### src/rtl/mem_access_ctrl_pkg.sv
// Shared definitions for the Data_Mem initiator pipeline: op classes,
// datapath widths and the load-use stall FSM encoding.
package mem_access_ctrl_pkg;

    localparam int unsigned OP_W   = 2;
    localparam int unsigned DATA_W = 8;
    localparam int unsigned CNT_W  = 2;   // holds LOAD_STALL-1 for LOAD_STALL in 1..3

    localparam logic [OP_W-1:0] OP_NOP   = 2'b00;
    localparam logic [OP_W-1:0] OP_ALU   = 2'b01;
    localparam logic [OP_W-1:0] OP_LOAD  = 2'b10;
    localparam logic [OP_W-1:0] OP_STORE = 2'b11;

    typedef enum logic {
        ST_RUN   = 1'b0,
        ST_STALL = 1'b1
    } state_e;

endpackage

### src/rtl/mem_access_ctrl_hazard_unit.sv
// Load-use hazard compare between the ID-stage operands and a LOAD in EX.
// Ports:
//   valid_id, src1_id, src2_id, src2_used_id : ID-stage operand info
//   op_ex, dst_ex                            : instruction currently in EX
//   hazard_c                                 : combinational hazard flag
module hazard_unit
    import mem_access_ctrl_pkg::*;
#(
    parameter int unsigned REG_AW = 3
) (
    input  logic              valid_id,
    input  logic [OP_W-1:0]   op_ex,
    input  logic [REG_AW-1:0] dst_ex,
    input  logic [REG_AW-1:0] src1_id,
    input  logic [REG_AW-1:0] src2_id,
    input  logic              src2_used_id,
    output logic              hazard_c
);

    logic src1_hit;
    logic src2_hit;

    assign src1_hit = (src1_id == dst_ex);
    assign src2_hit = src2_used_id && (src2_id == dst_ex);
    assign hazard_c = valid_id && (op_ex == OP_LOAD) && (src1_hit || src2_hit);

endmodule

### src/rtl/mem_access_ctrl.sv
// Initiator side of the Data_Mem interface. Carries ID-stage memory decode
// through EX and DM pipeline registers, drives the Data_Mem request pins,
// stalls ID on load-use hazards and supplies write-back control.
// Ports:
//   clk, reset (async, active-low)
//   ID in : valid_id, op_id, dst_id, src1_id, src2_id, src2_used_id
//   EX in : flush, alu_res, st_data
//   Data_Mem out : ans_ex, DM_data, mem_en_ex, mem_rw_ex, mem_mux_sel_dm
//   WB out : wb_en_dm, wb_dst_dm
//   stall_id : hold PC and IF/ID this cycle
module mem_access_ctrl
    import mem_access_ctrl_pkg::*;
#(
    parameter int unsigned REG_AW     = 3,
    parameter int unsigned LOAD_STALL = 1
) (
    input  logic              clk,
    input  logic              reset,
    input  logic              valid_id,
    input  logic [OP_W-1:0]   op_id,
    input  logic [REG_AW-1:0] dst_id,
    input  logic [REG_AW-1:0] src1_id,
    input  logic [REG_AW-1:0] src2_id,
    input  logic              src2_used_id,
    input  logic              flush,
    input  logic [DATA_W-1:0] alu_res,
    input  logic [DATA_W-1:0] st_data,
    output logic [DATA_W-1:0] ans_ex,
    output logic [DATA_W-1:0] DM_data,
    output logic              mem_en_ex,
    output logic              mem_rw_ex,
    output logic              mem_mux_sel_dm,
    output logic              wb_en_dm,
    output logic [REG_AW-1:0] wb_dst_dm,
    output logic              stall_id
);

    state_e            state_q, state_d;
    logic [CNT_W-1:0]  cnt_q, cnt_d;
    logic [OP_W-1:0]   op_ex_q, op_ex_d;
    logic [REG_AW-1:0] dst_ex_q, dst_ex_d;
    logic              mem_mux_sel_dm_q, mem_mux_sel_dm_d;
    logic              wb_en_dm_q, wb_en_dm_d;
    logic [REG_AW-1:0] wb_dst_dm_q, wb_dst_dm_d;
    logic              hazard_c;
    logic              stall_c;

    hazard_unit #(
        .REG_AW (REG_AW)
    ) u_hazard_unit (
        .valid_id     (valid_id),
        .op_ex        (op_ex_q),
        .dst_ex       (dst_ex_q),
        .src1_id      (src1_id),
        .src2_id      (src2_id),
        .src2_used_id (src2_used_id),
        .hazard_c     (hazard_c)
    );

    // Stall FSM, EX capture and DM advance.
    always_comb begin
        state_d          = state_q;
        cnt_d            = cnt_q;
        stall_c          = 1'b0;
        op_ex_d          = OP_NOP;
        dst_ex_d         = '0;
        mem_mux_sel_dm_d = (op_ex_q == OP_LOAD);
        wb_en_dm_d       = (op_ex_q == OP_ALU) || (op_ex_q == OP_LOAD);
        wb_dst_dm_d      = dst_ex_q;

        case (state_q)
            ST_RUN: begin
                stall_c = hazard_c;
                // First bubble is this cycle; extra bubbles come from STALL.
                if (hazard_c && (LOAD_STALL > 1)) begin
                    state_d = ST_STALL;
                    cnt_d   = CNT_W'(LOAD_STALL - 1);
                end
            end
            ST_STALL: begin
                stall_c = 1'b1;
                cnt_d   = cnt_q - CNT_W'(1);
                if (cnt_q <= CNT_W'(1)) begin
                    state_d = ST_RUN;
                end
            end
            default: begin
                state_d = ST_RUN;
            end
        endcase

        // A taken branch kills EX and abandons any pending stall.
        if (flush) begin
            state_d = ST_RUN;
            cnt_d   = '0;
        end

        if (valid_id && !stall_c && !flush) begin
            op_ex_d  = op_id;
            dst_ex_d = dst_id;
        end
    end

    always_ff @(posedge clk or negedge reset) begin
        if (!reset) begin
            state_q          <= ST_RUN;
            cnt_q            <= '0;
            op_ex_q          <= OP_NOP;
            dst_ex_q         <= '0;
            mem_mux_sel_dm_q <= 1'b0;
            wb_en_dm_q       <= 1'b0;
            wb_dst_dm_q      <= '0;
        end else begin
            state_q          <= state_d;
            cnt_q            <= cnt_d;
            op_ex_q          <= op_ex_d;
            dst_ex_q         <= dst_ex_d;
            mem_mux_sel_dm_q <= mem_mux_sel_dm_d;
            wb_en_dm_q       <= wb_en_dm_d;
            wb_dst_dm_q      <= wb_dst_dm_d;
        end
    end

    // EX data passes straight through so it lines up with the registered EX controls.
    assign ans_ex         = alu_res;
    assign DM_data        = st_data;
    assign mem_en_ex      = op_ex_q[1];
    assign mem_rw_ex      = (op_ex_q == OP_STORE);
    assign mem_mux_sel_dm = mem_mux_sel_dm_q;
    assign wb_en_dm       = wb_en_dm_q;
    assign wb_dst_dm      = wb_dst_dm_q;
    assign stall_id       = stall_c;

endmodule

### config.mk
export PLATFORM = sky130hd
export DESIGN_NAME = mem_access_ctrl
export DESIGN_NICKNAME = d
export VERILOG_FILES = /design/src/rtl/mem_access_ctrl_pkg.sv /design/src/rtl/mem_access_ctrl_hazard_unit.sv /design/src/rtl/mem_access_ctrl.sv
export SDC_FILE = /design/constraint.sdc
export NUM_CORES = 1
export LEC_CHECK = 0
export BUFFER_PORTS_ARGS = -buffer_cell sky130_fd_sc_hd__buf_2
export CORE_MARGIN = 2
export CORE_UTILIZATION = 40
export CTS_BUF_LIST = sky130_fd_sc_hd__clkbuf_2
export DETAILED_ROUTE_END_ITERATION = 12
export PLACE_DENSITY = 0.77
export SKIP_LAST_GASP = 1
export SLEW_MARGIN = 20
export SYNTH_ARGS = -nofsm -noshare
export SYNTH_HDL_FRONTEND = slang
export SYNTH_SLANG_ARGS = --single-unit
### constraint.sdc
create_clock -name clk -period 1.77 [get_ports clk]
set_input_delay 0.531 -clock clk [delete_from_list [all_inputs] [get_ports clk]]
set_output_delay 0.531 -clock clk [all_outputs]
set_load 0.05 [all_outputs]
# Word-level counts from Yosys, hierarchy flattened
# Cells that the tools add are included.
[classes]
add_sub_neg = 1
order_cmp = 1
n_eq_ne = 5
muxes = 8
bitwise = 1
reduce_logical = 10
[ops]
columns = ["cell", "n"]
rows = [
  ["$eq A3 B3 Y1", 2],
  ["$mux W2", 3],
  ["$logic_and A1 B1 Y1", 5],
  ["$eq A2 B2 Y1 const B", 2],
  ["$mux W1", 3],
  ["$mux W3", 1],
  ["$eq A2 B1 Y1 const B", 1],
  ["$le A2 B1 Y1 const B", 1],
  ["$logic_not A1 Y1", 2],
  ["$logic_or A1 B1 Y1", 2],
  ["$pmux W1 S2", 1],
  ["$reduce_bool A2 Y1", 1],
  ["$sub A2 B1 Y2 const B", 1],
  ["$not A1 Y1", 1],
]
[word_totals]
ff_bits = 13
word_cells = 33

# Logic depth before layout (Yosys ltp)
# Gate-level depths: netlist of run 1.
[logic_depth]
ltp_word = 9
depth_mapped = 5
depth_no_buf = 5

# By module
# A second synthesis of run 1 with hierarchy kept.
[hier_totals]
hier_cells = 57
area_unflattened_um2 = 670.6
[by_module_without_submodules]
columns = ["mod", "instances", "cells_per_inst", "area_each_um2"]
rows = [
  ["mem_access_ctrl", 1, 47, 590.6],
  ["hazard_unit", 1, 10, 80.1],
]

# Least setup slack after synthesis of run 1
# Ideal clock, no wire load.
[synth_timing]
path_kind = "register -> output"
from = "register op_ex_q[1]"
to = "output port stall_id"
t_arrival_ns = 1.775
path_slack_ns = -0.536
path_stages_with_launch = 5
path_buffers = 0
path_cell_list = "dfrtp_1 > ha_1 > nand2_2 > nor4_4 > or3_1"
[synth_via]
elab_chain_len = 4
[synth_lines]
columns = ["element", "line", "source"]
rows = [
  ["start: declaration", "mem_access_ctrl.sv:40", "logic [OP_W-1:0] op_ex_q, op_ex_d;"],
  ["start signal: assignment", "mem_access_ctrl.sv:116", "op_ex_q <= op_ex_d;"],
  ["$eq A2 B2 Y1", "n/a", ""],
  ["net mem_mux_sel_dm_d", "mem_access_ctrl.sv:42", "logic mem_mux_sel_dm_q, mem_mux_sel_dm_d;"],
  ["$logic_and A1 B1 Y1 (2 in a row)", "mem_access_ctrl_hazard_unit.sv:25", "assign hazard_c = valid_id && (op_ex == OP_LOAD) && (src1_hit || src2_hit);"],
  ["$pmux W1 S2", "mem_access_ctrl.sv:71", "case (state_q)"],
  ["end: declaration", "mem_access_ctrl.sv:35", "output logic stall_id"],
]
# The timed path passes the listed nets, and every way through them passes these cells.

# Worst setup path in the final report of run 1
[layout_timing]
from = "register dst_ex_q[0]"
to = "output port stall_id"
[layout_via]
elab_chain_len = 5
elab_cells_between_ends = 6
cone_classes = "eq/ne (2); mux (1); reduce/logical (3)"
[layout_lines]
columns = ["element", "line", "source"]
rows = [
  ["start: declaration", "mem_access_ctrl.sv:41", "logic [REG_AW-1:0] dst_ex_q, dst_ex_d;"],
  ["start signal: assignment", "mem_access_ctrl.sv:117", "dst_ex_q <= dst_ex_d;"],
  ["$eq A3 B3 Y1", "mem_access_ctrl_hazard_unit.sv:24", "assign src2_hit = src2_used_id && (src2_id == dst_ex);"],
  ["$logic_and A1 B1 Y1", "mem_access_ctrl_hazard_unit.sv:24", ""],
  ["$logic_or A1 B1 Y1 *", "mem_access_ctrl_hazard_unit.sv:25", ""],
  ["$logic_and A1 B1 Y1 *", "mem_access_ctrl_hazard_unit.sv:25", ""],
  ["$pmux W1 S2 *", "mem_access_ctrl.sv:71", ""],
]
# Mark *: on every way between the ends. The rest lies on a longest branch, timed or not.

==> results.md, run 1 <==
* Status: finished with violations
* Failing checks: negative setup slack
* Core Box Area at about 0.0017 mm²
* Register area share after synthesis at 0.438
* Worst-Margin Slew at between 0.2 and 0.3 ns
* Dominant cell type by area after synthesis: dfrtp_1
* Met3 wire length at approximately 98 µm
* Setup violators final at 1
* Leakage at about 0.44 nW
* Synth Warn # at 0
* Post-DRT Antenna Nets at 0
* Routed wire per std cell at about 14 µm
* CP required at approximately 1.2 ns
* Total Wirelength at 1.39 mm
* Max-Cap Viols at 0
* Vias at about 480
* Post-Place Cells at between 90 and 100
* Final Cycle Share at 1.19
* Avg Inst Size Synth at around 12 µm²
* Slew headroom at 0.806
* Power per cell area at around 620 mW/mm²
* Fmax at ~0.47 GHz
* Setup crit start: dst_ex_q[0]
* Hold crit path type: input port to asynchronous set/reset pin
* Met1 WL at 557 µm
* Synth Net Count at 97
* Crit-path slowest cell: dfrtp_1
* All-Layer GR Usage at 0.134
* Setup TNS at -0.342 ns
* Crit path DAT at approximately 1.6 ns
* CTS tree: yes
* Setup CP Type: register to output pin
* CP Launch Type: register
* Final min period at about 2.1 ns
* Diode count at 0
* Latest clock arrival within the worst-skew pair at roughly 0.28 ns
* Met2 wire len at between 700 and 800 µm
* Starting DRT DRC Count at 0
* Vias per cell at about 4.7
* Post-Syn Area at 742 µm²
* Initial antenna violation count at 0
* Die area at approximately 0.0022 mm²
* Reg2Reg Depth at 4
* R2r setup slk at 0.50 ns
* Largest net degree at the start of global routing at 14
* Crit-path max FO at 3
* Hold-fix buffers, CTS at 0
* Cell Count, Final, Fillers Out at a little over 100
* Vias in the first global route at a little under 500
* H-tree Lvls at 1
* Worst Setup End Kind: output pin
* Max Used Layer: met4
* Synth Instances at a little over 60
* Total CTS buffers at 3
* CTS Buffer Depth at 2
* Synth area leaders: dfrtp_1 44%, buf_4 16%, nand4bb_1 7.6%
* Number of I/O pins at 56
* Layout cells sized above 1 at 0.603
* Detailed Routing Iterations Pass 1 at 1
* Area growth syn-to-layout at 23.4%
* Global-route wire length before repair at about 2.0 mm
* #FFs+latches synth at 13
* Final Hold Fails at 0
* Final Power at 0.572 mW
* Drc violations at 0
* Max Transition Viols Final at 0
* Buffers on Ports at 23
* Clock-pin transition on the worst setup and hold timing paths at between 0.1 and 0.15 ns
* Die W at ~47 µm
* Synth unique cells at 17
* Slack of the critical path at -0.342 ns
* Worst Skew at around 0.008 ns
* Yosys top cell area share at 0.438
* Peak supply drop at between 0.2 and 0.25 mV
* CP cell instances: xor2_1, nor4_4, or3_4, buf_8
* Clk sink count at 13
* GRT overflow at 0
* Reg-to-Reg End: dst_ex_q[2]
* FP Rows at 15
* CP max stage delay at around 0.44 ns
* GP Congestion at approximately 0.72
* Die span in y at between 40 and 50 µm
* RSZ-0062 raised after global routing: true
* Initial Utilization at 0.430
* Reg-to-reg startpoint: dst_ex_q[1]
* Clk root buf: clkbuf_2
* Final Net Count at around 110
[critical path: cells and delay by family, from the launching register on]
kind,cells,cell delay [ns]
xor gates and xnor gates,1,0.26
buffers and inverters,1,0.16
DFF,1,0.44
and+or+nand+nor,2,0.45
[how the worst max path moves through the flow]
stage | endpoint | slack (ns) | cells after the start
after global routing | stall_id | -0.40 | 5
after CTS | stall_id | -0.35 | 5
after floorplan | stall_id | -0.16 | 4
final | stall_id | -0.34 | 4
after global placement | stall_id | -0.30 | 5
after detailed placement | stall_id | -0.31 | 5
[registers in the layout, summed over array words and instances (netlist names)]
signal and count:
cnt_q 2, dst_ex_q 3, mem_mux_sel_dm 1, op_ex_q 2
state_q 1, wb_dst_dm 3, wb_en_dm 1
[what timing repair did]
item / CTS / global route
gates resized for setup: 13 / 3
buffers inserted: 0 / 0
pin swaps: 4 / 0
endpoints found under the setup margin: 2 / 2
[power breakdown]
| part | internal (mW) | total (mW) | leakage, nW | switching (mW) |
|---|---|---|---|---|
| logic | 0.0385 | 0.103 | 0.253 | 0.0644 |
| registers | 0.307 | 0.314 | 0.172 | 0.00698 |
| clock network | 0.0511 | 0.155 | 0.0164 | 0.103 |
| total | 0.397 | 0.572 | 0.441 | 0.175 |
[cells by family (layout without fill, tap and decap cells)]
kind of cell / after synthesis / count (layout) / synth area share
multiplexers: 1 / 1 / 0.0135
flip-flops: 13 / 13 / 0.438
XOR/XNOR: 7 / 7 / 0.103
buffers and inverters: 20 / 36 / 0.182
adder cells (fa/ha/maj): 3 / 3 / 0.0506
AND/OR/NAND/NOR: 18 / 18 / 0.212
[metal layers]
metal / vias up / GRT usage
li1: 221 / -
met5: - / 0
met1: 225 / 0.148
met4: 0 / 0.0778
met3: 4 / 0.0346
met2: 31 / 0.230
[cell usage in the layout, fill, tap and decap left out]
cell type / instances
xor2_1: 2
nor3_1: 5
nand4bb_1: 5
buf_2: 21
nand2_4: 1
clkbuf_2: 3
ha_1: 1
nor2_1: 2
xor2_2: 4
nor4_4: 2
clkinv_2: 1
nand3_4: 1
or3_4: 1
inv_1: 3
buf_8: 2
nor4b_1: 1
ha_4: 2
mux2i_1: 1
xnor2_1: 1
buf_4: 6
dfrtp_2: 3
dfrtp_1: 10
[metrics by stage]
| stage | cell area [µm²] | hold slack (ns) | util | setup slack [ns] |
|---|---|---|---|---|
| global route | 916 | 0.0893 | 0.530 | -0.400 |
| finish | 916 | 0.0993 | 0.530 | -0.342 |
| global placement | 818 | 0.426 | 0.474 | -0.295 |
| CTS | 900 | 0.0933 | 0.521 | -0.354 |
| detailed placement | 818 | 0.433 | 0.474 | -0.310 |
| floorplan | 751 | 0.235 | - | -0.156 |
[synthesized netlist by cell type]
cell	n
mux2i_1	1
nor4b_1	1
nor2_1	2
or3_1	1
nor3_1	5
xor2_2	2
dfrtp_1	13
nand4bb_1	5
inv_1	3
xor2_1	4
nand2_2	1
clkbuf_1	1
nor4_4	2
nand3_1	1
ha_1	3
xnor2_1	1
buf_4	16
[cell type report]
type	count	area, µm²
Fill cell	157	811
Multi-Input combinational cell	29	344
Sequential cell	13	329
Timing Repair Buffer	29	180
Tap cell	25	31.3
Clock buffer	3	15.0
Inverter	3	11.3
Clock inverter	1	5.00
(Power assumes the default switching activity.)
==> inputs of run 2 (changes only) <==
Settings changed: CELL_PAD_IN_SITES_DETAIL_PLACEMENT from default to 0, CELL_PAD_IN_SITES_GLOBAL_PLACEMENT from default to 1, CORE_UTILIZATION 40 to 29, HOLD_SLACK_MARGIN from default to 0.15, PLACE_DENSITY 0.77 to 0.78.
==> results.md, run 2 (synthesis gave the netlist of run 1 again) <==
* Sw Pwr at 0.161 mW (-7.7%)
* Setup violators final at 1 (unchanged)
* Crit-path slowest cell: dfrtp_2
* GRT overflow at 0 (unchanged)
* Worst-Margin Slew at 0.291 ns (-0.000235 ns)
* Flip-flop and latch area at 330 µm² (+0.38%)
* All-Layer GR Usage at 0.0928 (-0.0409)
* Routed wire per std cell at 12.2 µm (-9.7%)
* Area after DPL at 825 µm² (+0.76%)
* WHS at 0.479 ns (+0.379 ns)
* Final core utilization at 0.379 (-0.152)
* CP max stage delay at 0.45 ns (about the same)
* Crit path DAT at 1.56 ns (-0.02 ns)
* Diode count at 0 (unchanged)
* Post-route design area at 930 µm² (+1.5%)
* FILL cells at 245 (+56%)
* Largest net degree at the start of global routing at 14 (unchanged)
* FP Rows at 18 (+3)
* Slack of the critical path at -0.322 ns (+0.0203 ns)
* Total CTS buffers at 3 (unchanged)
* Max-Cap Viols at 0 (unchanged)
* Most common cell after layout, fill and taps aside: buf_2
* Setup TNS at -0.322 ns (+0.0203 ns)
* Vias per cell at 4.33 (-7.3%)
* CP cell instances: ha_4, nand2_2, nor4_4, or3_4, buf_8
* Hold crit path type: register to register
* P_int at 0.409 mW (+3.1%)
* CP bufs+invs at 1 (unchanged)
* Worst Skew at 0.000583 ns (-0.00729 ns)
* Clk root buf: clkbuf_2
* Clock-pin transition on the worst setup and hold timing paths at 0.12 ns (about the same)
* Latest clock arrival within the worst-skew pair at 0.26 ns (-0.02 ns)
* Dpl ws at -0.305 ns (+0.00486 ns)
* CP Launch Type: register
* Met2 Use GR at 0.153 (-0.0774)
* Logic pwr share at 0.184 (+0.004)
* Sequential power share at 0.552 (+0.002)
* Core Box Area at 0.00245 mm² (+42%)
* Crit-path max FO at 3 (unchanged)
* Leakage at 0.441 nW (+0.16%)
* Detailed Routing Iterations Pass 1 at 2 (+1)
* Total Wirelength at 1.35 mm (-3.5%)
* Most frequent cells in the layout: 21 x buf_2, 9 x dfrtp_1, 7 x buf_4
* Buffers on Ports at 23 (unchanged)
* Area growth syn-to-layout at 25.3%
* RSZ-0062 raised after global routing: true
* Vias at 476 (-1.0%)
* Die W at 54.6 µm (+16%)
* Clk sink count at 13 (unchanged)
* GR peak layer: met2
* Max Transition Viols Final at 0 (unchanged)
* Final min period at 2.09 ns (-0.0203 ns)
* DP HPWL at 1.04 mm
* Peak supply drop at 0.286 mV (+19%)
* Final Power at 0.570 mW (-0.21%)
* Drc violations at 0 (unchanged)
* Status: finished with violations
* Final Net Count at 116 (+1.8%)
* CTS Buffer Depth at 2 (unchanged)
* Slew headroom at 0.806 (about the same)
* Post-Place Cells at 104 (+5.1%)
* Multi-input combinational cell area at 337 µm² (-2.2%)
* Starting DRT DRC Count at 2 (+2)
* Worst Setup End Kind: output pin
* Initial antenna violation count at 0 (unchanged)
* GP Congestion at 0.699 (-2.6%)
* Clock share of power at 0.264 (-0.006)
* Final Cycle Share at 1.18 (-0.0114)
* Net Sw Frac at 0.283 (-0.0228)
* Met3 Track Usage GR at 0.0355 (+0.000904)
* Initial Utilization at 0.302 (-0.127)
* Die span in y at 54.6 µm (+16%)
* Global-route wire length before repair at 1.85 mm (-8.2%)
* GR Util met1 at 0.100 (-0.0476)
* H-tree Lvls at 1 (unchanged)
* CTS tree: yes
* Die area at 0.00298 mm² (+34%)
* Setup CP Type: register to output pin
* Post-DRT Antenna Nets at 0 (unchanged)
* Cell Count, Final, Fillers Out at 110 (+6.8%)
* Final Hold Fails at 0 (unchanged)
* Layout cells sized above 1 at 0.638 (+0.0349)
* Crit-path leading delay family: simple AND/OR/NAND/NOR gates
* Fmax at 0.478 GHz (+0.97%)
* Number of I/O pins at 56 (unchanged)
* CP required at 1.24 ns (about the same)
* Power per cell area at 613 mW/mm² (-1.7%)
* Failing checks: negative setup slack
* Vias in the first global route at 431 (-10%)
[run 2: cell type report]
class,count,area share
well taps,30,0.0404
multi-input cells,29,0.362
flip-flops and latches,13,0.355
clock buffers,4,0.0215
inverters,3,0.0121
repair buffers,31,0.209
[run 2: timing repair]
| item | in CTS | in global routing |
|---|---|---|
| pin swaps | 0 | 0 |
| hold buffers | 1 | 0 |
| hold endpoints to repair | 13 | 0 |
| gates resized for setup | 11 | 5 |
| setup buffers | 1 | 0 |
| setup endpoints to repair | 1 | 2 |
[run 2: routing by layer]
metal,vias to the layer above,share of wire
met3,2,0.11
met4,0,0.0030
met2,26,0.50
met5,-,0
met1,224,0.38
li1,224,-
[run 2: path summary, 6_finish.rpt]
path / start / end / slack, ns / depth (start not counted)
max: op_ex_q[1] / stall_id / -0.32 / 5
min: dst_ex_q[1] / wb_dst_dm[1] / 0.48 / 0
max reg2reg: dst_ex_q[2] / op_ex_q[0] / 0.46 / 4
min reg2reg: dst_ex_q[1] / wb_dst_dm[1] / 0.48 / 0
max in group asynchronous: reset / dst_ex_q[2] / 0.86 / 2
min in group asynchronous: reset / wb_en_dm / 0.67 / 2
[run 2: power groups by stage]
stage,clock (mW),sequential [mW],combinational (mW)
after floorplan,0,0.341,0.126
after global placement,0,0.318,0.0934
after CTS,0.162,0.314,0.105
after detailed placement,0,0.318,0.0949
after global routing,0.171,0.316,0.114
final,0.150,0.315,0.105
[run 2: worst register-to-register path, delay by kind of cell, from the launching register on]
kind | cells | cell delay (ns)
buffers and inverters | 1 | 0.19
XOR/XNOR | 1 | 0.19
AND/OR/NAND/NOR | 2 | 0.37
flip-flops | 1 | 0.46
==> inputs of run 3 (changes only) <==
Settings changed: SETUP_SLACK_MARGIN from default to 0.1.
==> results.md, run 3 (synthesis gave the netlist of run 1 again) <==
* Power per cell area at 606 mW/mm² (-1.3%)
* WHS Path Cells at 0 (unchanged)
* Final min period at 2.09 ns (-0.00112 ns)
* Met3 wire length at 153 µm (+0.66%)
* RSZ-0062 raised after global routing: true
* Largest net degree at the start of global routing at 14 (unchanged)
* H-tree Lvls at 1 (unchanged)
* Clock-pin transition on the worst setup and hold timing paths at 0.12 ns (about the same)
* Worst Setup End Kind: output pin
* Crit-path slowest cell: dfrtp_2
* Final Power at 0.571 mW (+0.17%)
* Setup violators final at 1 (unchanged)
* Max-Cap Viols at 0 (unchanged)
* Setup crit start: op_ex_q[1]
* Area growth syn-to-layout at 27.2%
* Fmax at 0.478 GHz (about the same)
* Final Hold Fails at 0 (unchanged)
* Clock share of power at 0.262 (-0.002)
* Die span in y at 54.6 µm (unchanged)
* CTS tree: yes
* Initial antenna violation count at 0 (unchanged)
* Post-route design area at 943 µm² (+1.5%)
* FILL cells at 241 (-1.6%)
* CP max stage delay at 0.45 ns (about the same)
* Clk root buf: clkbuf_2
* Dpl ws at -0.305 ns (unchanged)
* Met2 wire len at 691 µm (+2.8%)
* Clk sink count at 13 (unchanged)
* Reg-to-reg startpoint: dst_ex_q[2]
* Routed wire per std cell at 12.4 µm (+1.0%)
* GP Congestion at 0.699 (unchanged)
* Hold path start: dst_ex_q[1]
* Hold crit path type: register to register
* Sequential power share at 0.551 (about the same)
* Final Net Count at 116 (unchanged)
* GRT overflow at 0 (unchanged)
* Net Sw Frac at 0.284 (+0.000543)
* Number of I/O pins at 56 (unchanged)
* Final Cycle Share at 1.18 (about the same)
* CP required at 1.24 ns (about the same)
* Worst-Margin Slew at 0.289 ns (-0.00233 ns)
* Most frequent cells in the layout: 21 x buf_2, 9 x dfrtp_1, 7 x buf_4
* Slew headroom at 0.807 (+0.00155)
* Worst Skew at 0.000475 ns (-0.000107 ns)
* Global-route wire length before repair at 1.85 mm (unchanged)
* Vias at 480 (+0.84%)
* Area after DPL at 825 µm² (unchanged)
* Diode count at 0 (unchanged)
* Latest clock arrival within the worst-skew pair at 0.26 ns (about the same)
* Leakage at 0.443 nW (+0.37%)
* CP Launch Type: register
* Most common cell after layout, fill and taps aside: buf_2
* Core Box Area at 0.00245 mm² (unchanged)
* Slack of the critical path at -0.320 ns (+0.00112 ns)
* Layout cells sized above 1 at 0.638 (unchanged)
* Vias in the first global route at 431 (unchanged)
* Flip-flop and latch area at 330 µm² (unchanged)
* Crit path DAT at 1.56 ns (about the same)
* Status: finished with violations
* Logic pwr share at 0.186 (+0.002)
* Sw Pwr at 0.162 mW (+0.36%)
* Total Wirelength at 1.36 mm (+1.0%)
* Max Transition Viols Final at 0 (unchanged)
* P_int at 0.409 mW (about the same)
* Initial Utilization at 0.302 (unchanged)
* Reg2Reg Depth at 4 (unchanged)
* Die area at 0.00298 mm² (unchanged)
* Post-DRT Antenna Nets at 0 (unchanged)
* Max Used Layer: met4
* Die W at 54.6 µm (unchanged)
* All-Layer GR Usage at 0.0928 (unchanged)
* Peak supply drop at 0.297 mV (+3.8%)
* DP HPWL at 1.04 mm (unchanged)
* CTS Buffer Depth at 2 (unchanged)
* Total CTS buffers at 3 (unchanged)
* CP cell instances: ha_4, nand2_2, nor4_4, or3_4, buf_8
* Buffers on Ports at 23 (unchanged)
* Final core utilization at 0.384 (+0.00561)
* Starting DRT DRC Count at 2 (unchanged)
* Vias per cell at 4.36 (+0.84%)
* Detailed Routing Iterations Pass 1 at 2 (unchanged)
* WHS at 0.479 ns (unchanged)
* Crit-path max FO at 3 (unchanged)
* FP Rows at 18 (unchanged)
* Failing checks: negative setup slack
* Drc violations at 0 (unchanged)
* Met1 WL at 510 µm (-1.4%)
* Multi-input combinational cell area at 347 µm² (+3.0%)
* Setup CP Type: register to output pin
==> run 3: worst paths after layout <==
path | to | slack [ns]
worst max-delay path | stall_id | -0.32
worst min-delay path | wb_dst_dm[1] | 0.48
worst max register to register | op_ex_q[0] | 0.46
worst min register to register | wb_dst_dm[1] | 0.48
max in group asynchronous | dst_ex_q[2] | 0.85
min in group asynchronous | wb_dst_dm[0] | 0.68
==> run 3: what timing repair did <==
action / CTS / global route
hold endpoints to repair: 13 / 0
resized for setup: 16 / 1
setup endpoints to repair: 2 / 2
hold buffers: 1 / 0
setup buffers: 1 / 0
gates cloned: 0 / 0
==> run 3: area by class of cell <==
cell class / instances / share of cell area
clock buffers: 4 / 0.0212
inverters: 3 / 0.0119
multi-input cells: 29 / 0.367
flip-flops and latches: 13 / 0.350
well taps: 30 / 0.0398
repair buffers: 31 / 0.210
==> run 3: critical path: cells and delay by family, from the launching register on <==
kind,cells,cell delay [ns]
AND/OR/NAND/NOR,3,0.51
flip-flops,1,0.45
adder cells (fa/ha/maj),1,0.18
buffers and inverters,1,0.16
==> run 3: through the flow <==
step / cells / setup TNS, ns
2_1_floorplan: 62 / -0.156
3_3_place_gp: 104 / -0.321
3_5_place_dp: 104 / -0.305
4_1_cts: 110 / -0.349
5_1_grt: 110 / -0.388
6_report: 110 / -0.320
==> run 3: power by group through the flow <==
stage / combinational (mW) / clock, mW / sequential [mW]
final: 0.107 / 0.150 / 0.315
after global routing: 0.115 / 0.170 / 0.316
after detailed placement: 0.0949 / 0 / 0.318
after global placement: 0.0934 / 0 / 0.318
after CTS: 0.107 / 0.162 / 0.314
after floorplan: 0.126 / 0 / 0.341
==> run 3: metal layers <==
layer	vias up	global-route usage
met5	-	0
met4	0	0.0542
met3	2	0.0355
met2	26	0.153
met1	228	0.100
li1	224	-
